<file path="config.mk">
export PLATFORM = sky130hd
export DESIGN_NAME = multu_hilo_unit_flat
export DESIGN_NICKNAME = d
export VERILOG_FILES = /design/src/rtl/multu_hilo_if.sv /design/src/rtl/multu_hilo_unit.sv /design/src/flat_wrapper.sv
export SDC_FILE = /design/constraint.sdc
export NUM_CORES = 1
export LEC_CHECK = 0
export BUFFER_PORTS_ARGS = -buffer_cell sky130_fd_sc_hd__buf_4
export CORE_UTILIZATION = 30
export CTS_CLUSTER_SIZE = 28
export DETAILED_ROUTE_END_ITERATION = 8
export GPL_TIMING_DRIVEN = 0
export SLEW_MARGIN = 20
export SYNTH_ARGS = -nofsm -noshare
export SYNTH_HDL_FRONTEND = slang
export SYNTH_SLANG_ARGS = --single-unit
</file>
<file path="constraint.sdc">
create_clock -name clk -period 10.1 [get_ports clk]
set_input_delay 2.02 -clock clk [delete_from_list [all_inputs] [get_ports clk]]
set_output_delay 2.02 -clock clk [all_outputs]
set_load 0.05 [all_outputs]
</file>
<file path="src/rtl/multu_hilo_if.sv">
// -----------------------------------------------------------------------------
// multu_hilo_if
//   Bundles the operand/command inputs and the HI/LO/status outputs of the
//   multiply unit into one connection.
//   master : the issuing side (decode/ALU); drives dataA, dataB and Signal and
//            reads HiOut, LoOut, busy and done.
//   slave  : the multiply unit itself.
// Signals
//   dataA, dataB  WIDTH  multiplicand / multiplier
//   Signal        6      funct code
//   HiOut, LoOut  WIDTH  architectural HI / LO registers
//   busy          1      multiply in progress
//   done          1      one-cycle pulse, HI/LO just updated
// -----------------------------------------------------------------------------
interface multu_hilo_if #(
   parameter int WIDTH = 32
);
   logic [WIDTH-1:0] dataA;
   logic [WIDTH-1:0] dataB;
   logic [5:0]       Signal;
   logic [WIDTH-1:0] HiOut;
   logic [WIDTH-1:0] LoOut;
   logic             busy;
   logic             done;

   modport master (
      output dataA, dataB, Signal,
      input  HiOut, LoOut, busy, done
   );

   modport slave (
      input  dataA, dataB, Signal,
      output HiOut, LoOut, busy, done
   );
endinterface

</file>
<file path="src/rtl/multu_hilo_unit.sv">
// -----------------------------------------------------------------------------
// multu_hilo_unit
//   Sequential WIDTHxWIDTH unsigned shift-add multiplier holding the HI/LO
//   registers. A MULTU funct code in IDLE or DONE starts a multiply that takes
//   one iteration per clock for WIDTH clocks; the full product is then written
//   to HI/LO and done pulses for one cycle. HI/LO keep the previous result
//   while the multiply runs, so MFHI/MFLO never stall.
// Ports
//   clk    : clock, all state changes on the rising edge
//   reset  : synchronous active-high reset, aborts a running multiply
//   bus    : multu_hilo_if.slave (dataA, dataB, Signal in;
//            HiOut, LoOut, busy, done out)
// -----------------------------------------------------------------------------
module multu_hilo_unit #(
   parameter int         WIDTH       = 32,
   parameter logic [5:0] MULTU_FUNCT = 6'd25
) (
   input  logic               clk,
   input  logic               reset,
   multu_hilo_if.slave        bus
);

   localparam int CW = (WIDTH > 1) ? $clog2(WIDTH) : 1;

   typedef enum logic [1:0] {
      IDLE = 2'd0,
      MULT = 2'd1,
      DONE = 2'd2
   } state_t;

   state_t             state_q,   state_d;
   logic [2*WIDTH-1:0] mcand_q,   mcand_d;
   logic [WIDTH-1:0]   mplier_q,  mplier_d;
   logic [2*WIDTH-1:0] product_q, product_d;
   logic [CW-1:0]      count_q,   count_d;
   logic [WIDTH-1:0]   hi_q,      hi_d;
   logic [WIDTH-1:0]   lo_q,      lo_d;

   // Product after this cycle's conditional add; used both to advance the
   // partial product and, on the last iteration, to load HI/LO directly so no
   // extra cycle is spent copying product into HI/LO.
   logic [2*WIDTH-1:0] sum;
   logic               start;

   assign sum   = product_q + (mplier_q[0] ? mcand_q : '0);
   assign start = (bus.Signal == MULTU_FUNCT);

   always_comb begin
      state_d   = state_q;
      mcand_d   = mcand_q;
      mplier_d  = mplier_q;
      product_d = product_q;
      count_d   = count_q;
      hi_d      = hi_q;
      lo_d      = lo_q;

      case (state_q)
         IDLE, DONE: begin
            if (start) begin
               mcand_d   = {{WIDTH{1'b0}}, bus.dataA};
               mplier_d  = bus.dataB;
               product_d = '0;
               count_d   = '0;
               state_d   = MULT;
            end else begin
               state_d   = IDLE;
            end
         end
         MULT: begin
            // A new request here is deliberately dropped, not queued.
            product_d = sum;
            mcand_d   = mcand_q << 1;
            mplier_d  = mplier_q >> 1;
            count_d   = count_q + 1'b1;
            if (count_q == CW'(WIDTH - 1)) begin
               hi_d    = sum[2*WIDTH-1:WIDTH];
               lo_d    = sum[WIDTH-1:0];
               state_d = DONE;
            end
         end
         default: begin
            state_d = IDLE;
         end
      endcase
   end

   always_ff @(posedge clk) begin
      if (reset) begin
         state_q   <= IDLE;
         mcand_q   <= '0;
         mplier_q  <= '0;
         product_q <= '0;
         count_q   <= '0;
         hi_q      <= '0;
         lo_q      <= '0;
      end else begin
         state_q   <= state_d;
         mcand_q   <= mcand_d;
         mplier_q  <= mplier_d;
         product_q <= product_d;
         count_q   <= count_d;
         hi_q      <= hi_d;
         lo_q      <= lo_d;
      end
   end

   assign bus.HiOut = hi_q;
   assign bus.LoOut = lo_q;
   assign bus.busy  = (state_q == MULT);
   assign bus.done  = (state_q == DONE);

endmodule

</file>
<file path="src/flat_wrapper.sv">
// flat-port wrapper written by rule: the top's interface ports become plain ports
module multu_hilo_unit_flat 
#(
   parameter int         WIDTH       = 32,
   parameter logic [5:0] MULTU_FUNCT = 6'd25
)
  (clk, reset, bus_dataA, bus_dataB, bus_Signal, bus_HiOut, bus_LoOut, bus_busy, bus_done);
  multu_hilo_if #(.WIDTH(WIDTH)) bus_i ();
  input  logic clk;
  input  logic reset;
  input wire logic [$bits(bus_i.dataA)-1:0] bus_dataA;
  input wire logic [$bits(bus_i.dataB)-1:0] bus_dataB;
  input wire logic [$bits(bus_i.Signal)-1:0] bus_Signal;
  output wire logic [$bits(bus_i.HiOut)-1:0] bus_HiOut;
  output wire logic [$bits(bus_i.LoOut)-1:0] bus_LoOut;
  output wire logic [$bits(bus_i.busy)-1:0] bus_busy;
  output wire logic [$bits(bus_i.done)-1:0] bus_done;
  assign bus_i.dataA = bus_dataA;
  assign bus_i.dataB = bus_dataB;
  assign bus_i.Signal = bus_Signal;
  assign bus_HiOut = bus_i.HiOut;
  assign bus_LoOut = bus_i.LoOut;
  assign bus_busy = bus_i.busy;
  assign bus_done = bus_i.done;
  multu_hilo_unit #(.WIDTH(WIDTH), .MULTU_FUNCT(MULTU_FUNCT)) u_core (.clk(clk), .reset(reset), .bus(bus_i));
endmodule
</file>
After elaboration in Yosys (flattened, before gate mapping):

Index checks and enable logic that the tools add are counted.

* input bits: 72
* register bits: 231
* logic and storage cells: 32
* output and inout port bits: 66

* reductions and logical operators: 5
* multiplexer cells: 12
* add/subtract/negate cells: 2
* equality and inequality tests: 6

Operators with widths (count)
* $pmux W64 S2: 2
* $mux W64: 3
* $add A64 B64 Y64: 1
* $pmux W32 S2: 1
* $mux W32: 1
* $pmux W5 S2: 1
* $eq A6 B5 Y1 const B: 1
* $add A5 B1 Y5 const B: 1
* $eq A5 B5 Y1 const B: 1
* $mux W5: 1
* $ne A2 B1 Y1 const B: 2
* $pmux W2 S2: 1
* $reduce_and A2 Y1: 2
* $eq A2 B1 Y1 const B: 1
* $eq A2 B2 Y1 const B: 1
* $logic_not A2 Y1: 1
* $mux W2: 1
* $reduce_bool A2 Y1: 1
* $reduce_or A2 Y1: 1
* $mux W1: 1

Logic depth before layout (Yosys ltp):

Gate-level depths: netlist of the first run.

* depth in word-level cells: 4
* gate-level depth with buffers: 17
* gate-level depth less buffers: 15

Worst setup path after synthesis of the first run:

OpenSTA, ideal clock, no wires.

* path type: register -> register
* from: register u_core.mplier_q[0]
* to: register u_core.product_q[44]
* period minus slack after synthesis: 3.581 ns
* setup slack: 6.519 ns
* setup time: 0.117 ns
* data required time: 9.983 ns
* data arrival time: 3.464 ns
* cell stages (with the launch flop): 18
* buffers on the path: 2
* cell sequence: dfxtp_1 > clkbuf_1 > clkbuf_1 > and2_1 > ha_1 > inv_1 > fa_1 > nor2b_1 > o211a_1 > o31ai_2 > o21ai_1 > a31oi_1 > o21ai_1 > a21boi_1 > o21a_1 > o31a_1 > xnor2_1 > a22o_1

* word-level cells in the longest chain between the ends: 3

Ends and longest elaborated chain
* from (decl): line multu_hilo_unit.sv:33 `logic [WIDTH-1:0] mplier_q, mplier_d;`
* from (signal assigned): line multu_hilo_unit.sv:99 `mplier_q <= mplier_d;`
* $mux W64: line multu_hilo_unit.sv:45 `assign sum = product_q + (mplier_q[0] ? mcand_q : '0);`
* $add A64 B64 Y64: line multu_hilo_unit.sv:45
* $pmux W64 S2: line multu_hilo_unit.sv:57 `case (state_q)`
* to (signal assigned): line multu_hilo_unit.sv:100 `product_q <= product_d;`
* to (decl): line multu_hilo_unit.sv:34 `logic [2*WIDTH-1:0] product_q, product_d;`

Every way passes these cells.
A chain may end at the register's enable or synchronous reset.

Worst setup path in the final report of the first run:

Same ends and word-level chain as after synthesis.

==> flow_summary.ini, run 1 <==
[sta]
hold_slack_ns = 0.455
fin_tns_setup_ns = 0
skew_ns = 0.0379
setup_viol = 0
setup_ws_ns = 4.92
worstMarginPinSlew_ns = 1.11
finalCritPeriodShare_pct = 51.3
fmax_mhz = 193
final_hold_viol_count = 0
slew_viol_final = 0
rsz0062_at_grt = false
slew_headroom_pct = 26.1
period_minus_slack_ns = 5.18

[clock_network]
cts_buffer_depth = 3
cts_max_level = 1
cts_sinks = 231
postCtsSetupRepairBufs = 0
post_cts_resized = 0
cts_hold_buf = 0
numCtsBuffers = 28
cts_root_buf = clkbuf_16
clk_pin_slew_ns = 0.06
cts_tree = built
clk_latency_ns = 0.58

[grt]
grt_pass1_wl_um = 66900
grt_max_degree = 15
gr-usage-met2_pct = 31.5
grt.overflow.total = 0
met1_usage_pct = 26.4
use_met3_pct = 3.38
grt.busiest_layer = met2
antenna_found_initial = 0
grtUsageTotal_pct = 19.6
grt_pass1_vias = 11943

[final_layout]
final_util_pct = 37.2
drive_above_1_share_pct = 11.4
fin_area_um2 = 15300
num-nets-final = 1958
mostFrequentLayoutCell = nand2_1
diodes = 0
syn2layout_area_growth_pct = 21.4
final_cell_mix = nand2_1 (351), dfxtp_1 (231), a21oi_1 (194)

[place]
gp_congestion = 0.885
pre_cts_slack_ns = 4.99
dpl.hpwl_um = 32800
io_buffers = 137
placement.cell_area_um2 = 14300

[routing]
routed_wirelength_um = 42900
drc = 2
routed_via_density = 5.27
post_drt_wl_per_cell_um = 18.1
dr.pass1.iters = 9
ant_nets = 0
vias = 12484
drt_iter0_markers = 834

[floorplan]
start_util_pct = 30.7
ioPinCount = 138
die_h_um = 207
core_area_um2 = 41100
die-area_um2 = 42900
num_rows = 74
die_x_um = 207

[yosys]
ys_seq_elements = 231
syn_avg_cell_area_um2 = 7.63
synth-seq-area-share_pct = 36.7
synth-edff-count = 0
synth.area.top_cells = dfxtp_1 (37%), nand2_1 (10%), a21oi_1 (7.7%), ha_1 (6.4%), a311oi_1 (4.4%)
yosys.area.top_type_share_pct = 36.7
mappedNetlistArea_um2 = 12600
ys_types = 62
synth_top_area_cell = dfxtp_1
synthArstFlopShare_pct = 0
synthFlopType = dfxtp_1
yosysWarnings = 0
syn_inst = 1653
syn_nets = 1791

[critical_path]
cp-end-kind = flip-flop
cp_max_fo = 10
slowest_delay_ns = 0.62
cp.arrival_ns = 5.62
path_class = flip-flop to flip-flop
r2r_slack_ns = 4.92
cp_slowest_cell = clkbuf_1
required_ns = 10.55
crit_path_start_kind = flip-flop
path_cells = clkbuf_1, clkbuf_1, and2_1, ha_1, inv_1, fa_1, nor2b_1, o211a_1, o31ai_2, o21ai_1, a31oi_1, o21ai_1, a21boi_1, o21a_1, o31a_1, xnor2_1, a22o_1

[power_and_ir_drop]
pwr-share-comb_pct = 3.3
power_density_nw_per_um2 = 135
leakagePower_nw = 6.20
clockPowerShare_pct = 52.2
p_switching_uw = 455
power.share.sequential_pct = 44.5
sw_frac_of_total_pct = 21.9
peakVddDrop_mv = 0.0899
intPower_mw = 1.62

[job]
maxCapViolCount = 0

[run_status]
violations = DRC
run_status = complete, but fails checks

[hold_path]
hold_class = flip-flop to flip-flop
-- synthesized netlist by cell type (2+ instances only) --
master,count
a211oi_1,4
o21a_1,14
ha_1,65
nand2b_1,6
xor2_1,27
buf_2,7
dfxtp_1,231
nor2_1,116
a31o_2,2
clkbuf_1,106
a21boi_1,2
o31a_1,2
a31oi_1,18
o21bai_1,10
a22o_1,32
nand4_1,24
nor2b_1,5
nand3_1,74
nor4b_1,2
o21ai_1,6
nand2_1,351
a41oi_1,6
o21ai_0,56
buf_1,11
xnor2_1,32
nor3b_1,2
and2_1,67
a21o_1,37
nand2_2,2
and3_1,6
o31ai_1,3
a21oi_1,194
inv_1,22
o211ai_1,6
a311oi_1,63
or3_1,7
a221oi_1,2
nor3_1,9
-- kinds of logic after synthesis --
logic type,count (synthesis),synth area share [%]
xor gates and xnor gates,59,4.10
adders and majority gates,66,6.61
and+or+nand+nor,682,24.2
DFF,231,36.7
buffers and inverters,147,4.44
muxes,1,0.0893
AOI/OAI and AO/OA,467,23.9
-- worst max-delay path, delay by kind of cell (launching register included) --
family | cells | cell delay (ns)
fa+ha+maj | 2 | 0.55
flops | 1 | 0.34
simple gates | 2 | 0.37
xor+xnor | 1 | 0.15
compound gates | 9 | 2.53
buf+inv | 3 | 1.08
-- sequential cells by signal, indices dropped and copies added (netlist names) --
signal / count
u_core.mcand_q: 64
u_core.product_q: 64
u_core.bus.HiOut: 32
u_core.bus.LoOut: 32
u_core.mplier_q: 32
u_core.count_q: 5
u_core.state_q: 2
-- cell type report --
cell class / count / area (µm²)
buffer: 124 / 474
timing repair buffer: 137 / 1030
clock inverter: 10 / 170
multi-input combinational: 1275 / 7430
tap: 532 / 666
sequential: 231 / 4620
inverter: 23 / 86.3
fill: 4344 / 25800
clock buffer: 39 / 832
-- routing by layer --
layer,up-vias,part of all wire (%)
met4,0,3.1
met2,420,44
li1,6152,-
met5,-,0
met1,5829,46
met3,83,6.9
-- metrics by stage --
| step | power (mW) | cells |
|---|---|---|
| detailed placement | 1.01 | 2322 |
| finish | 2.07 | 2371 |
| floorplan | 0.968 | 1653 |
| global route | 2.13 | 2371 |
| global placement | 1.01 | 2322 |
| CTS | 2.09 | 2371 |
-- power by group through the flow --
| stage | Sequential [mW] | Combinational [mW] | Clock (mW) |
|---|---|---|---|
| finish | 0.921 | 0.0692 | 1.08 |
| global route | 0.921 | 0.0747 | 1.13 |
| CTS | 0.921 | 0.0693 | 1.10 |
| detailed placement | 0.941 | 0.0691 | 0 |
| global placement | 0.941 | 0.0683 | 0 |
| floorplan | 0.940 | 0.0282 | 0 |
-- worst paths after layout --
check / endpoint / startpoint / cells after the start
setup reg to reg: u_core.product_q[44] / u_core.mplier_q[0] / 17
hold reg to reg: u_core.bus.LoOut[29] / u_core.bus.LoOut[29] / 2
hold / removal: u_core.bus.LoOut[29] / u_core.bus.LoOut[29] / 2
setup / recovery: u_core.product_q[44] / u_core.mplier_q[0] / 17
(Power assumes the default switching activity.)
==> inputs of run 2 (changes only) <==
--- a/config.mk
+++ b/config.mk
@@ -5,6 +5,7 @@
 export SDC_FILE = /design/constraint.sdc
 export NUM_CORES = 1
 export LEC_CHECK = 0
+export ABC_AREA = 1
 export BUFFER_PORTS_ARGS = -buffer_cell sky130_fd_sc_hd__buf_4
 export CORE_UTILIZATION = 30
 export CTS_CLUSTER_SIZE = 28
==> constraint.sdc (replaced) <==
create_clock -name clk -period 5.2 [get_ports clk]
set_input_delay 1.04 -clock clk [delete_from_list [all_inputs] [get_ports clk]]
set_output_delay 1.04 -clock clk [all_outputs]
set_load 0.05 [all_outputs]
==> run 2 against run 1 <==
The flow now finishes without violations; non-clock buffer count is 30 lower; via count grew 23%; worst hold slack improved by 0.012 ns; area after synthesis up 19%; sequential power grew 94%; largest power group unchanged.
==> flow_summary.ini, run 2 <==
[run_status]
run_status = finished, final reports clean

[grt]
grt_pass1_vias = 14572
grt.overflow.total = 0
antenna_found_initial = 0
grt_max_degree = 15
gr-usage-met2_pct = 32.4
grtUsageTotal_pct = 20.3
use_met3_pct = 2.76
grt_pass1_wl_um = 80100
met1_usage_pct = 28.3
grt.busiest_layer = met2

[yosys]
synth_common_cells = nand2_1 (1,069), inv_1 (457), dfxtp_1 (231)
ys_seq_elements = 231
synth_most_common_cell = nand2_1
synth-seq-area-share_pct = 30.7
synthFlopType = dfxtp_1
yosysWarnings = 0
syn_nets = 2689
syn_avg_cell_area_um2 = 5.90
synth_top_area_cell = dfxtp_1
synth-edff-count = 0
synth.area.top_cells = dfxtp_1 (31%), nand2_1 (27%), inv_1 (11%), ha_1 (5.4%), a21oi_1 (5.1%)
yosys.area.top_type_share_pct = 30.7
ys_types = 37
synthArstFlopShare_pct = 0
syn_inst = 2551
mappedNetlistArea_um2 = 15000

[routing]
drt_iter0_markers = 1116
post_drt_wl_per_cell_um = 15.1
routed_via_density = 4.53
routed_wirelength_um = 51500
ant_nets = 0
vias = 15395
drc = 0
dr.pass1.iters = 5

[sta]
final_hold_viol_count = 0
slew_viol_final = 0
finalCritPeriodShare_pct = 76.5
fin_tns_setup_ns = 0
setup_viol = 0
period_minus_slack_ns = 3.98
rsz0062_at_grt = false
slew_headroom_pct = 42.9
worstMarginPinSlew_ns = 0.857
fmax_mhz = 252
skew_ns = 0.0179

[final_layout]
diodes = 0
regArea_um2 = 4620
reg.largest.list = u_core.mcand_q: 64 flops, u_core.product_q: 64 flops
syn2layout_area_growth_pct = 18.7
num-nets-final = 2854
multiInputGateArea_um2 = 8310
final_cell_mix = nand2_1 (1,069), inv_1 (457), dfxtp_1 (231)
drive_above_1_share_pct = 8.55
mostFrequentLayoutCell = nand2_1
final_util_pct = 36.3
fill_cells = 5559

[clock_network]
cts_tree = built
clk_pin_slew_ns = 0.06
cts_buffer_depth = 3
clk_latency_ns = 0.57
cts_max_level = 1
postCtsSetupRepairBufs = 0
cts_root_buf = clkbuf_16
cts_sinks = 231
numCtsBuffers = 27
post_cts_resized = 0
cts_hold_buf = 0

[place]
gp_congestion = 0.972
io_buffers = 136
dpl.hpwl_um = 41800

[floorplan]
ioPinCount = 138
num_rows = 81
die_h_um = 226
start_util_pct = 30.6
die_x_um = 226
core_area_um2 = 49300
die-area_um2 = 51100

[power_and_ir_drop]
leakagePower_nw = 9.65
power_density_nw_per_um2 = 224
peakVddDrop_mv = 0.176
fin_total_pwr_mw = 4.00

[critical_path]
cp-end-kind = flip-flop
cpMostUsedCell = nand2_1
cp_max_fo = 10
cp_slowest_cell = clkbuf_1
slowest_delay_ns = 0.58
cp.arrival_ns = 4.44
required_ns = 5.67
crit_path_start_kind = flip-flop
path_class = flip-flop to flip-flop
path_cells = clkbuf_1, clkbuf_1, nand2_1, inv_1, ha_1, inv_1, fa_1, inv_1, nand3_1, nor2_1, a21oi_1, nand2_1, nand2_1, nand2_1, nand2_1, nand2_1, nand2_1, nand2_1, nand2_1, nand2_1, inv_1

[job]
maxCapViolCount = 0

[hold_path]
hold_class = flip-flop to flip-flop
==> run 2: changes by cell type after synthesis, moves of 29 or more <==
| cell | before | now |
|---|---|---|
| nand2_1 | 351 | 1069 |
| o21ai_0 | 56 | 95 |
| clkbuf_1 | 106 | 72 |
| a31oi_1 | 18 | 62 |
| a311oi_1 | 63 | 0 |
| inv_1 | 22 | 457 |
| a21oi_1 | 194 | 154 |
| xnor2_1 | 32 | 1 |
| and2_1 | 67 | 1 |
| a21o_1 | 37 | 8 |
| a22o_1 | 32 | 0 |
==> run 2: metrics by stage <==
stage               setup slack [ns]  hold WS [ns]  instance area [µm²]  cells
floorplan                       2.60         0.441                15000   2551
global placement                1.23         0.453                16900   3351
detailed placement              1.26         0.460                16900   3351
CTS                             1.22         0.469                17900   3401
global route                    1.01         0.484                17900   3401
finish                          1.22         0.467                17900   3401
==> run 2: worst paths after layout <==
path                  startpoint                   end  slack (ns)  cells past startpoint
max           u_core.mplier_q[0]  u_core.bus.HiOut[26]        1.22                     21
min reg2reg  u_core.bus.LoOut[4]   u_core.bus.LoOut[4]        0.47                      2
max reg2reg   u_core.mplier_q[0]  u_core.bus.HiOut[26]        1.22                     21
min          u_core.bus.LoOut[4]   u_core.bus.LoOut[4]        0.47                      2
==> run 2: power breakdown <==
| part | switching [mW] | leakage (nW) | total (mW) | internal, mW |
|---|---|---|---|---|
| clock network | 0.826 | 0.473 | 2.05 | 1.23 |
| logic | 0.0922 | 7.32 | 0.150 | 0.0578 |
| registers | 0.00958 | 1.86 | 1.79 | 1.78 |
| total | 0.928 | 9.65 | 4.00 | 3.07 |
==> run 2: cells by family after synthesis <==
kind of cell | synth area share, %
and+or+nand+nor | 34.1
buffers and inverters | 14.0
AOI/OAI and AO/OA | 13.8
DFF | 30.7
adders and majority gates | 5.54
xor gates and xnor gates | 1.80
==> run 2: cell type report <==
| type | instances | share of cell area, % |
|---|---|---|
| inverter | 462 | 9.71 |
| clock buffer | 39 | 4.48 |
| buffer | 95 | 2.12 |
| clock inverter | 11 | 0.890 |
| tap | 664 | 4.65 |
| sequential | 231 | 25.9 |
| multi-input combinational | 1763 | 46.5 |
| timing repair buffer | 136 | 5.72 |
==> run 2: worst max-delay path, delay by kind of cell, from the launching register on <==
| kind | cells | cell delay (ns) |
|---|---|---|
| flops | 1 | 0.33 |
| fa+ha+maj | 2 | 0.58 |
| compound gates | 1 | 0.11 |
| simple gates | 12 | 1.50 |
| buf+inv | 6 | 1.34 |
==> run 2: layer usage <==
layer,wire length [µm],vias up
met3,2980,65
met5,0,-
met4,1340,0
met2,22200,379
li1,-,8137
met1,25000,6814
==> inputs of run 3 (changes only) <==
==> constraint.sdc (replaced) <==
create_clock -name clk -period 4.1 [get_ports clk]
set_input_delay 0.82 -clock clk [delete_from_list [all_inputs] [get_ports clk]]
set_output_delay 0.82 -clock clk [all_outputs]
set_load 0.05 [all_outputs]
==> run 3 against run 2 <==
Total power rose by 27%; utilization hardly changed; clock-buffer cell count unchanged; largest power group unchanged; worst hold slack unchanged; critical path depth is the same; final cell count unchanged; largest cell class unchanged; critical path type unchanged; sequential share of layout area about the same; clock skew barely moved.
==> flow_summary.ini, run 3 (synthesis results as in run 2) <==
[final_layout]
final_util_pct = 36.3
syn2layout_area_growth_pct = 18.7
reg.largest.list = u_core.mcand_q: 64 flops, u_core.product_q: 64 flops
drive_above_1_share_pct = 8.59
final_cell_mix = nand2_1 (1,069), inv_1 (457), dfxtp_1 (231)
layout.cells.non_filler = 3401
mostFrequentLayoutCell = nand2_1
fin_area_um2 = 17900
diodes = 0
num-nets-final = 2854

[grt]
grt_pass1_wl_um = 80100
grt_max_degree = 15
antenna_found_initial = 0
grtUsageTotal_pct = 20.3
grt.overflow.total = 0
grt_pass1_vias = 14572

[sta]
setup_viol = 0
hold_slack_ns = 0.467
setup_ws_ns = 0.405
fmax_mhz = 271
fin_tns_setup_ns = 0
final_hold_viol_count = 0
slew_headroom_pct = 42.9
rsz0062_at_grt = false
finalCritPeriodShare_pct = 90.1
skew_ns = 0.0180
period_minus_slack_ns = 3.69
worstMarginPinSlew_ns = 0.857
slew_viol_final = 0

[routing]
ant_nets = 0
wl_met3_um = 2930
drt_iter0_markers = 1116
drc = 0
post_drt_wl_per_cell_um = 15.1
routed_wirelength_um = 51500
dr.pass1.iters = 5
vias = 15389
routed_via_density = 4.52
route.met2.wl_um = 22200
highest_layer = met4
wl_met1_um = 25100

[clock_network]
clk_pin_slew_ns = 0.06
clk_latency_ns = 0.57
numCtsBuffers = 27
cts_sinks = 231
cts_max_level = 1
cts_root_buf = clkbuf_16
postCtsSetupRepairBufs = 0
cts_tree = built
cts_buffer_depth = 3

[critical_path]
path_class = flip-flop to flip-flop
cp-end-kind = flip-flop
cp_max_fo = 10
crit_path_start_kind = flip-flop
required_ns = 4.57
cp.arrival_ns = 4.16

[place]
io_buffers = 136
pre_cts_slack_ns = 0.162
gp_congestion = 0.972
dpl.hpwl_um = 41800
placement.cell_area_um2 = 16900
dp_cells = 3351

[power_and_ir_drop]
peakVddDrop_mv = 0.223
fin_total_pwr_mw = 5.07
leakagePower_nw = 9.66
power_density_nw_per_um2 = 284

[hold_path]
hold_class = flip-flop to flip-flop

[floorplan]
die-area_um2 = 51100
die_h_um = 226
start_util_pct = 30.6
num_rows = 81
die_x_um = 226
ioPinCount = 138
core_area_um2 = 49300

[job]
maxCapViolCount = 0

[run_status]
run_status = finished, final reports clean
-- run 3: cell count changes in the layout (fill, tap and decap cells not counted) --
| cell | previous run | this run |
|---|---|---|
| clkbuf_1 | 76 | 75 |
| clkbuf_2 | 0 | 1 |
-- run 3: final timing paths --
kind / cells past startpoint / slack [ns] / startpoint / end
max: 21 / 0.41 / u_core.mplier_q[0] / u_core.bus.HiOut[26]
min: 2 / 0.47 / u_core.bus.LoOut[4] / u_core.bus.LoOut[4]
max reg2reg: 21 / 0.41 / u_core.mplier_q[0] / u_core.bus.HiOut[26]
min reg2reg: 2 / 0.47 / u_core.bus.LoOut[4] / u_core.bus.LoOut[4]
-- run 3: layout make-up --
cell class | count | area, µm²
clock inverter | 11 | 159
timing repair buffer | 136 | 1020
clock buffer | 39 | 801
buffer | 95 | 380
multi-input combinational | 1763 | 8310
sequential | 231 | 4620
tap | 664 | 831
inverter | 462 | 1730
fill | 5558 | 31400
-- run 3: routing by layer --
layer,global-route usage [%],up-vias
li1,-,8136
met1,28.3,6815
met2,32.4,373
met3,2.76,65
met4,5.68,0
met5,0,-
-- run 3: timing repair --
| item | in CTS | in global routing |
|---|---|---|
| resized for setup | 0 | 2 |
| hold buffers | 0 | 0 |
| endpoints found under the setup margin | 0 | 8 |
-- run 3: report_power, final --
group | switching, mW | internal [mW] | total (mW)
logic | 0.117 | 0.0733 | 0.190
clock network | 1.05 | 1.56 | 2.60
registers | 0.0121 | 2.26 | 2.27
-- run 3: critical path, cell delays in order (launching register included) --
cell and delay, ns:
dfxtp_1 0.32, clkbuf_2 0.32, clkbuf_1 0.51, nand2_1 0.10, inv_1 0.08, ha_1 0.16
inv_1 0.05, fa_1 0.42, inv_1 0.08, nand3_1 0.11, nor2_1 0.28, a21oi_1 0.11
nand2_1 0.18, nand2_1 0.08, nand2_1 0.15, nand2_1 0.21, nand2_1 0.13, nand2_1 0.06
nand2_1 0.06, nand2_1 0.07, nand2_1 0.07, inv_1 0.03
